File: src/rtl/phase_arbiter_pkg.sv
// Shared phase and FSM encodings for the phase arbiter and the traffic light controller.
// Also holds the grant priority function so every user picks phases the same way.
package phase_arbiter_pkg;

    typedef enum logic [1:0] {
        PH_NONE = 2'b00,
        PH_NS   = 2'b01,
        PH_EW   = 2'b10,
        PH_PED  = 2'b11
    } phase_t;

    typedef enum logic [1:0] {
        ST_IDLE  = 2'b00,
        ST_EVAL  = 2'b01,
        ST_GRANT = 2'b10
    } state_t;

    // pend is {ped, ew, ns}; age_hit is already qualified by a pending ped request.
    function automatic phase_t pick_phase(input logic [2:0] pend,
                                          input phase_t     last_car,
                                          input logic       age_hit);
        if (age_hit)
            return PH_PED;
        if (pend[2] && !pend[1] && !pend[0])
            return PH_PED;
        if (pend[1] ^ pend[0])
            return pend[0] ? PH_NS : PH_EW;
        return (last_car == PH_NS) ? PH_EW : PH_NS;
    endfunction

endpackage

File: src/rtl/phase_arbiter_if.sv
// Request/grant bundle between the light controller (master) and the phase arbiter (slave).
interface phase_arbiter_if;
    logic       car_ns;
    logic       car_ew;
    logic       ped;
    logic       decide;
    logic       grant_ack;
    logic       grant_valid;
    logic [1:0] grant_phase;
    logic [2:0] pend;
    logic       starve_alarm;

    modport slave (
        input  car_ns, car_ew, ped, decide, grant_ack,
        output grant_valid, grant_phase, pend, starve_alarm
    );

    modport master (
        output car_ns, car_ew, ped, decide, grant_ack,
        input  grant_valid, grant_phase, pend, starve_alarm
    );
endinterface

File: src/rtl/phase_req_latch.sv
// Sticky request bit: set dominates clear so a request arriving on its own ack is kept.
module phase_req_latch (
    input  logic clk,
    input  logic rst,
    input  logic set,
    input  logic clear,
    output logic q
);
    always_ff @(posedge clk) begin
        if (rst)
            q <= 1'b0;
        else if (set)
            q <= 1'b1;
        else if (clear)
            q <= 1'b0;
    end
endmodule

File: src/rtl/phase_arbiter.sv
// Picks the next light phase from latched car/pedestrian requests on each decide.
// Optional pedestrian aging (ped_age, forced PED grant, starve_alarm) under PHASE_ARB_AGING_EN.
//
// state    | meaning
// ST_IDLE  | waiting for decide
// ST_EVAL  | pend snapshot is being used to choose a phase
// ST_GRANT | grant presented, held until grant_ack
module phase_arbiter
    import phase_arbiter_pkg::*;
#(
    parameter logic [3:0] AGE_MAX = 4'd3
) (
    input  logic            clk,
    input  logic            rst,
    phase_arbiter_if.slave  bus
);
    state_t     state_q, state_d;
    logic [2:0] pend;
    logic       grant_valid_q;
    phase_t     grant_phase_q;
    phase_t     last_car_q;
    phase_t     pick;
    logic       ack_fire;
    logic       age_hit;

    if (AGE_MAX == 4'd0) begin : g_age_max_range
        $error("phase_arbiter: AGE_MAX must be in 1..15");
    end

    assign ack_fire = (state_q == ST_GRANT) && bus.grant_ack;

    phase_req_latch u_req_ns (
        .clk(clk), .rst(rst), .set(bus.car_ns),
        .clear(ack_fire && (grant_phase_q == PH_NS)), .q(pend[0])
    );
    phase_req_latch u_req_ew (
        .clk(clk), .rst(rst), .set(bus.car_ew),
        .clear(ack_fire && (grant_phase_q == PH_EW)), .q(pend[1])
    );
    phase_req_latch u_req_ped (
        .clk(clk), .rst(rst), .set(bus.ped),
        .clear(ack_fire && (grant_phase_q == PH_PED)), .q(pend[2])
    );

    always_ff @(posedge clk) begin
        if (rst)
            state_q <= ST_IDLE;
        else
            state_q <= state_d;
    end

    always_comb begin
        state_d = state_q;
        case (state_q)
            ST_IDLE:  if (bus.decide) state_d = ST_EVAL;
            ST_EVAL:  state_d = ST_GRANT;
            ST_GRANT: if (bus.grant_ack) state_d = ST_IDLE;
            default:  state_d = ST_IDLE;
        endcase
    end

`ifdef PHASE_ARB_AGING_EN
    logic [3:0] ped_age_q, ped_age_d;
    logic       starve_q;

    // Age counts decisions the waiting pedestrian lost; any ped grant or idle ped resets it.
    always_comb begin
        ped_age_d = ped_age_q;
        if (ack_fire) begin
            if (!pend[2] || (grant_phase_q == PH_PED))
                ped_age_d = 4'd0;
            else if (ped_age_q < AGE_MAX)
                ped_age_d = ped_age_q + 4'd1;
        end
    end

    always_ff @(posedge clk) begin
        if (rst) begin
            ped_age_q <= 4'd0;
            starve_q  <= 1'b0;
        end else begin
            ped_age_q <= ped_age_d;
            starve_q  <= (ped_age_d == AGE_MAX);
        end
    end

    assign age_hit          = pend[2] && (ped_age_q == AGE_MAX);
    assign bus.starve_alarm = starve_q;
`else
    assign age_hit          = 1'b0;
    assign bus.starve_alarm = 1'b0;
`endif

    assign pick = pick_phase(pend, last_car_q, age_hit);

    always_ff @(posedge clk) begin
        if (rst) begin
            grant_valid_q <= 1'b0;
            grant_phase_q <= PH_NONE;
            last_car_q    <= PH_EW;
        end else if (state_q == ST_EVAL) begin
            grant_valid_q <= 1'b1;
            grant_phase_q <= pick;
        end else if (ack_fire) begin
            grant_valid_q <= 1'b0;
            grant_phase_q <= PH_NONE;
            if ((grant_phase_q == PH_NS) || (grant_phase_q == PH_EW))
                last_car_q <= grant_phase_q;
        end
    end

    assign bus.grant_valid = grant_valid_q;
    assign bus.grant_phase = grant_phase_q;
    assign bus.pend        = pend;
endmodule

File: src/flat_wrapper.sv
// flat-port wrapper written by rule: the top's interface ports become plain ports
module phase_arbiter_flat import phase_arbiter_pkg::*;
#(
    parameter logic [3:0] AGE_MAX = 4'd3
)
  (clk, rst, bus_car_ns, bus_car_ew, bus_ped, bus_decide, bus_grant_ack, bus_grant_valid, bus_grant_phase, bus_pend, bus_starve_alarm);
  phase_arbiter_if bus_i ();
  input  logic clk;
  input  logic rst;
  input wire logic [$bits(bus_i.car_ns)-1:0] bus_car_ns;
  input wire logic [$bits(bus_i.car_ew)-1:0] bus_car_ew;
  input wire logic [$bits(bus_i.ped)-1:0] bus_ped;
  input wire logic [$bits(bus_i.decide)-1:0] bus_decide;
  input wire logic [$bits(bus_i.grant_ack)-1:0] bus_grant_ack;
  output wire logic [$bits(bus_i.grant_valid)-1:0] bus_grant_valid;
  output wire logic [$bits(bus_i.grant_phase)-1:0] bus_grant_phase;
  output wire logic [$bits(bus_i.pend)-1:0] bus_pend;
  output wire logic [$bits(bus_i.starve_alarm)-1:0] bus_starve_alarm;
  assign bus_i.car_ns = bus_car_ns;
  assign bus_i.car_ew = bus_car_ew;
  assign bus_i.ped = bus_ped;
  assign bus_i.decide = bus_decide;
  assign bus_i.grant_ack = bus_grant_ack;
  assign bus_grant_valid = bus_i.grant_valid;
  assign bus_grant_phase = bus_i.grant_phase;
  assign bus_pend = bus_i.pend;
  assign bus_starve_alarm = bus_i.starve_alarm;
  phase_arbiter #(.AGE_MAX(AGE_MAX)) u_core (.clk(clk), .rst(rst), .bus(bus_i));
endmodule
File: config.mk
export PLATFORM = sky130hd
export DESIGN_NAME = phase_arbiter_flat
export DESIGN_NICKNAME = d
export VERILOG_FILES = /design/src/rtl/phase_arbiter_pkg.sv /design/src/rtl/phase_arbiter_if.sv /design/src/rtl/phase_req_latch.sv /design/src/rtl/phase_arbiter.sv /design/src/flat_wrapper.sv
export SDC_FILE = /design/constraint.sdc
export NUM_CORES = 1
export LEC_CHECK = 0
export ABC_CLOCK_PERIOD_IN_PS = 2400
export CORE_AREA = 2 2 39 41
export DETAILED_ROUTE_END_ITERATION = 6
export DIE_AREA = 0 0 41 43
export PLACE_DENSITY = 0.66
export SYNTH_ARGS = -nofsm -noshare
export SYNTH_HDL_FRONTEND = slang
export SYNTH_SLANG_ARGS = --single-unit
File: constraint.sdc
create_clock -name clk -period 2.4 [get_ports clk]
set_input_delay 0.36 -clock clk [delete_from_list [all_inputs] [get_ports clk]]
set_output_delay 0.36 -clock clk [all_outputs]
set_load 0.01 [all_outputs]
==> results of run 1 <==
per-stage QoR:
step	power (W)	worst slack, ns
floorplan	0.000225	0.911
global placement	0.000249	0.870
detailed placement	0.000249	0.862
CTS	0.000406	0.751
global route	0.000423	0.698
finish	0.000398	0.772
power by group through the flow:
stage | sequential [W] | clock [W] | combinational [W]
after floorplan | 0.000190 | 0 | 0.0000348
after global placement | 0.000190 | 0 | 0.0000584
after detailed placement | 0.000191 | 0 | 0.0000586
after CTS | 0.000187 | 0.000161 | 0.0000588
after global routing | 0.000188 | 0.000169 | 0.0000657
final | 0.000186 | 0.000154 | 0.0000583
path summary, 6_finish.rpt:
kind / to / slack, ns / depth (start not counted)
setup / recovery: bus_grant_phase[1] / 0.77 / 1
setup reg to reg: u_core.last_car_q[1]$_SDFFE_PP1P_ / 0.88 / 5
hold reg to reg: u_core.bus.grant_valid$_SDFFE_PP0P_ / 0.49 / 2
hold / removal: u_core.bus.grant_valid$_SDFFE_PP0P_ / 0.49 / 2
layout make-up:
cell class,instances,area [um^2],area share
Tap cell,16,20.0,0.0309
Timing Repair Buffer,12,120,0.185
Sequential cell,10,200,0.309
Inverter,9,33.8,0.0521
Clock buffer,4,36.3,0.0560
Multi-Input combinational cell,34,238,0.367
Yosys cell counts:
cell type / n / area (um^2)
dfxtp_1: 10 / 200
a21oi_1: 9 / 45.0
inv_1: 9 / 33.8
o21ai_0: 5 / 25.0
buf_4: 4 / 30.0
ha_1: 3 / 37.5
nand2_1: 2 / 7.51
nor2_1: 2 / 7.51
nor2b_1: 2 / 12.5
a211o_1: 1 / 8.76
a211oi_2: 1 / 12.5
a311oi_1: 1 / 8.76
and4bb_1: 1 / 12.5
clkbuf_1: 1 / 3.75
conb_1: 1 / 3.75
maj3_2: 1 / 11.3
nand2b_1: 1 / 6.26
nand2b_4: 1 / 13.8
nand3b_1: 1 / 7.51
nor4b_1: 1 / 8.76
or3b_1: 1 / 8.76
sequential cells by signal, summed over array words and instances, names as in the netlist:
register                cells
u_core.bus.grant_valid      1
u_core.u_req_ns.q           1
u_core.state_q              2
u_core.u_req_ped.q          1
u_core.last_car_q           2
u_core.bus.grant_phase      2
u_core.u_req_ew.q           1
metal layers:
layer,up-vias,GRT usage,share of wire
met5,-,0,0
met4,0,0.0400,0.010
met3,2,0.0942,0.096
met2,13,0.181,0.44
met1,184,0.155,0.45
li1,209,-,-
logic make-up (layout without fill, tap and decap cells):
group,after synthesis,count (layout),share of synthesized area
AO/OA/AOI/OAI,17,17,0.198
adder cells (fa/ha/maj),4,4,0.0965
buffers and inverters,14,25,0.134
flip-flops,10,10,0.396
other,1,1,0.00742
AND/OR/NAND/NOR,12,12,0.168
==> results.yml, run 1 <==
die:
  die_area_um2: 1760
  core_um2: 1380
  die_h_um: 43
  row_count: 14
  die_w_um: 41
  initial_core_util: 0.365
  pin_count: 14
critical_path:
  cp.required_ns: 2.04
  critPathLaunchType: "flip-flop"
  path_max_fanout: 6
  crit_family: "buffers and inverters"
  end_kind: "output pin"
  slowest_delay_ns: 0.57
  cp.buffers_inverters: 1
  worstSetupStartpoint: "u_core.bus.grant_phase[1]$_SDFFE_PP0P_"
  crit_type: "flip-flop to output pin"
  cp_cell_sequence: "clkdlybuf4s50_1"
  worstPathArrival_ns: 1.27
  cp_slowest_cell: "clkdlybuf4s50_1"
  r2r-start: "u_core.bus.grant_phase[0]$_SDFFE_PP0P_"
global_route:
  antenna_found_initial: 0
  grtUsageTotal: 0.131
  grt_pass1_vias: 369
  overflow: 0
  grt_max_degree: 11
  grt_pass1_wl_mm: 1.50
synthesis:
  syn-num-nets: 68
  synth_area_um2: 505
  yosysSeqAreaShare: 0.396
  synth_cell_type_count: 21
  postSynthAreaPerCell_um2: 8.72
  ys_warn_count: 0
  synthCells: 58
  synth-seq-cells: 10
timing:
  period_share: 0.678
  min_period_ns: 1.63
  final_hold_viol_count: 0
  rsz0062_at_grt: "no"
  setup_violations: 0
  drv_slew: 0
  whs_ns: 0.492
  fin_worst_skew_ns: 0.000894
  fmax_mhz: 614
  setup_tns_ns: 0
power:
  comb_power_share: 0.146
  power.net_switching_w: 0.0000960
  swShare: 0.241
  power_density_nw_per_um2: 614
  p_leak_nw: 0.260
  internal-power_w: 0.000302
  p_seq_frac: 0.468
  ir_worst_vdd_mv: 0.354
  pwr-share-clk: 0.386
finish:
  layoutNonFillerInstCount: 85
  nets: 80
  most-common-layout-cells: "clkdlybuf4s50_1 (12), dfxtp_1 (10), inv_1 (9), a21oi_1 (9), o21ai_0 (5)"
  layout_commonest_cell: "clkdlybuf4s50_1"
  syn2layout_area_growth_pct: 28.2
  final_area_um2: 648
  fin_util: 0.468
  drive_gt1_frac: 0.101
  fill_cells: 151
  diodes: 0
route:
  antenna_left: 0
  wl_per_cell_um: 10.3
  wirelength_um: 876
  drc: 0
  routed_via_density: 4.80
  first_pass_iters: 2
  drt_iter0_drc: 4
  via_count: 408
place:
  gp_congestion: 0.699
  port-buffer-count: 12
  dp_hpwl_um: 658
  place_inst: 81
  placed_area_um2: 612
cts:
  cts_resized: 0
  cts_tree: "done"
  clk-insertion-delay-late_ns: 0.27
  cts-root-buf: "clkbuf_4"
  ctsHoldBuffers: 0
  cts.htree.levels: 1
  cts.sinks: 10
  clk_pin_slew_ns: 0.07
  numCtsBuffers: 3
  cts.path.max_buffers: 2
  post-cts-setup-buffers: 0
hold_path:
  worstHoldStart: "u_core.bus.grant_valid$_SDFFE_PP0P_"
  hold_path.class: "flip-flop to flip-flop"
flow_run:
  maxCapViolations: 0
run_status:
  status: "completed"
(Power assumes the default switching activity.)
==> run 2: changes to the inputs <==
- ABC_CLOCK_PERIOD_IN_PS: 2400 -> 1600
- clock period: 2.4 -> 1.6 ns (I/O delays scaled with it)
==> run 2 against run 1 <==
Net effect: sequential cell count did not move; design area rose by 0.19%; first-iteration DRC count rose by 25%; power rose by 39%; core utilization rose by 0.090 points; largest cell class unchanged; highest routed layer unchanged.
==> results.yml, run 2 (same netlist as run 1, synthesis figures left out) <==
global_route:
  grt_busiest_layer: "met2"
  use_met2: 0.175
  overflow: 0
  use_met3: 0.0942
  grt_pass1_vias: 327
  grt_pass1_wl_mm: 1.49
  grt_max_degree: 11
  grtUsageTotal: 0.145
  globalRouteMet1Util: 0.159
  antenna_found_initial: 0
critical_path:
  crit_type: "flip-flop to output pin"
  cp.required_ns: 1.36
  cp.buffers_inverters: 2
  ff2ff_path_depth: 5
  cp.depth: 2
  reg2reg_slack_ns: 0.18
  timing.rr.end: "u_core.last_car_q[1]$_SDFFE_PP1P_"
  end_kind: "output pin"
  worstSetupStartpoint: "u_core.bus.grant_phase[1]$_SDFFE_PP0P_"
  crit_end: "bus_grant_phase[1]"
  critPathLaunchType: "flip-flop"
  cp_slowest_cell: "clkdlybuf4s50_1"
  cp_cell_sequence: "buf_4 > clkdlybuf4s50_1"
  slowest_delay_ns: 0.53
  r2r-start: "u_core.bus.grant_phase[0]$_SDFFE_PP0P_"
  crit_family: "buffers and inverters"
  worstPathArrival_ns: 1.27
  path_max_fanout: 5
timing:
  fin_worst_skew_ns: 0.00648
  drv_slew: 0
  setup_tns_ns: 0
  worst_slack_ns: 0.0934
  setup_violations: 0
  fmax_mhz: 664
  min_period_ns: 1.51
  period_share: 0.942
  rsz0062_at_grt: "no"
  final_hold_viol_count: 0
finish:
  multiInputGateArea_um2: 238
  drive_gt1_frac: 0.114
  most-common-layout-cells: "clkdlybuf4s50_1 (12), dfxtp_1 (10), inv_1 (9), a21oi_1 (9), o21ai_0 (5)"
  nets: 82
  seq_area_um2: 200
  fill_cells: 142
  syn2layout_area_growth_pct: 28.5
  layoutNonFillerInstCount: 86
  diodes: 0
  layout_commonest_cell: "clkdlybuf4s50_1"
route:
  first_pass_iters: 6
  wirelength_um: 912
  wl_per_cell_um: 10.6
  drt_iter0_drc: 5
  drc: 0
  via_count: 411
  antenna_left: 0
  routed_via_density: 4.78
place:
  dp_hpwl_um: 679
  place_inst: 83
  port-buffer-count: 12
  gp_congestion: 0.709
  place_ws_ns: 0.188
cts:
  clk_pin_slew_ns: 0.06
  cts_tree: "done"
  cts_resized: 0
  cts.htree.levels: 1
  post-cts-setup-buffers: 0
  ctsHoldBuffers: 0
  clk-insertion-delay-late_ns: 0.28
  numCtsBuffers: 3
  cts.sinks: 10
  cts-root-buf: "clkbuf_4"
  cts.path.max_buffers: 2
power:
  ir_worst_vdd_mv: 0.395
  power_density_nw_per_um2: 850
  p_leak_nw: 0.263
hold_path:
  hold_path.class: "flip-flop to flip-flop"
  whs_path_depth: 2
die:
  die_w_um: 41
  pin_count: 14
  die_area_um2: 1760
  row_count: 14
  core_um2: 1380
  initial_core_util: 0.365
  die_h_um: 43
run_status:
  status: "completed"
flow_run:
  maxCapViolations: 0
run 2: changes by cell type in the layout (fill, tap and decap cells not counted), sizes merged:
| cell | delta |
|---|---|
| buf | +2 |
| clkbuf | -1 |
run 2: worst min path at each step:
stage,from,end
5_1_grt,bus_car_ns,u_core.u_req_ns.q$_SDFFE_PP0P_
4_1_cts,bus_ped,u_core.u_req_ped.q$_SDFFE_PP0P_
6_report,u_core.bus.grant_valid$_SDFFE_PP0P_,u_core.bus.grant_valid$_SDFFE_PP0P_
3_3_place_gp,u_core.bus.grant_valid$_SDFFE_PP0P_,u_core.bus.grant_valid$_SDFFE_PP0P_
2_1_floorplan,bus_car_ew,u_core.u_req_ew.q$_SDFFE_PP0P_
3_5_place_dp,u_core.bus.grant_valid$_SDFFE_PP0P_,u_core.bus.grant_valid$_SDFFE_PP0P_
run 2: routing by layer:
metal  vias up  routed length, um
li1        215                  -
met1       180                373
met2        12                424
met3         4                 69
met4         0                 44
met5         -                  0
run 2: metrics by stage:
step | power [W] | cell area [um^2] | utilization | hold slack (ns)
2_1_floorplan | 0.000337 | 505 | - | 0.369
3_3_place_gp | 0.000380 | 627 | 0.453 | 0.476
3_5_place_dp | 0.000381 | 627 | 0.453 | 0.482
4_1_cts | 0.000561 | 649 | 0.469 | 0.495
5_1_grt | 0.000589 | 649 | 0.469 | 0.502
6_report | 0.000552 | 649 | 0.469 | 0.490
run 2: worst reg2reg max path, stage by stage, from the launching register on:
cell and delay, ns:
dfxtp_1 0.33, inv_1 0.04, ha_1 0.31, and4bb_1 0.32, nor2b_1 0.06, a211o_1 0.25
run 2: report_power, final:
part | internal [W] | switching [W] | total [W]
clock | 0.0000872 | 0.0000910 | 0.000178
combinational | 0.0000563 | 0.0000418 | 0.0000981
sequential | 0.000264 | 0.0000117 | 0.000275
total | 0.000407 | 0.000145 | 0.000552
run 2: area by class of cell:
cell class	count	area share
clock buffer	3	0.0347
inverter	9	0.0520
multi-input combinational	34	0.366
sequential	10	0.308
tap	16	0.0308
timing repair buffer	14	0.208
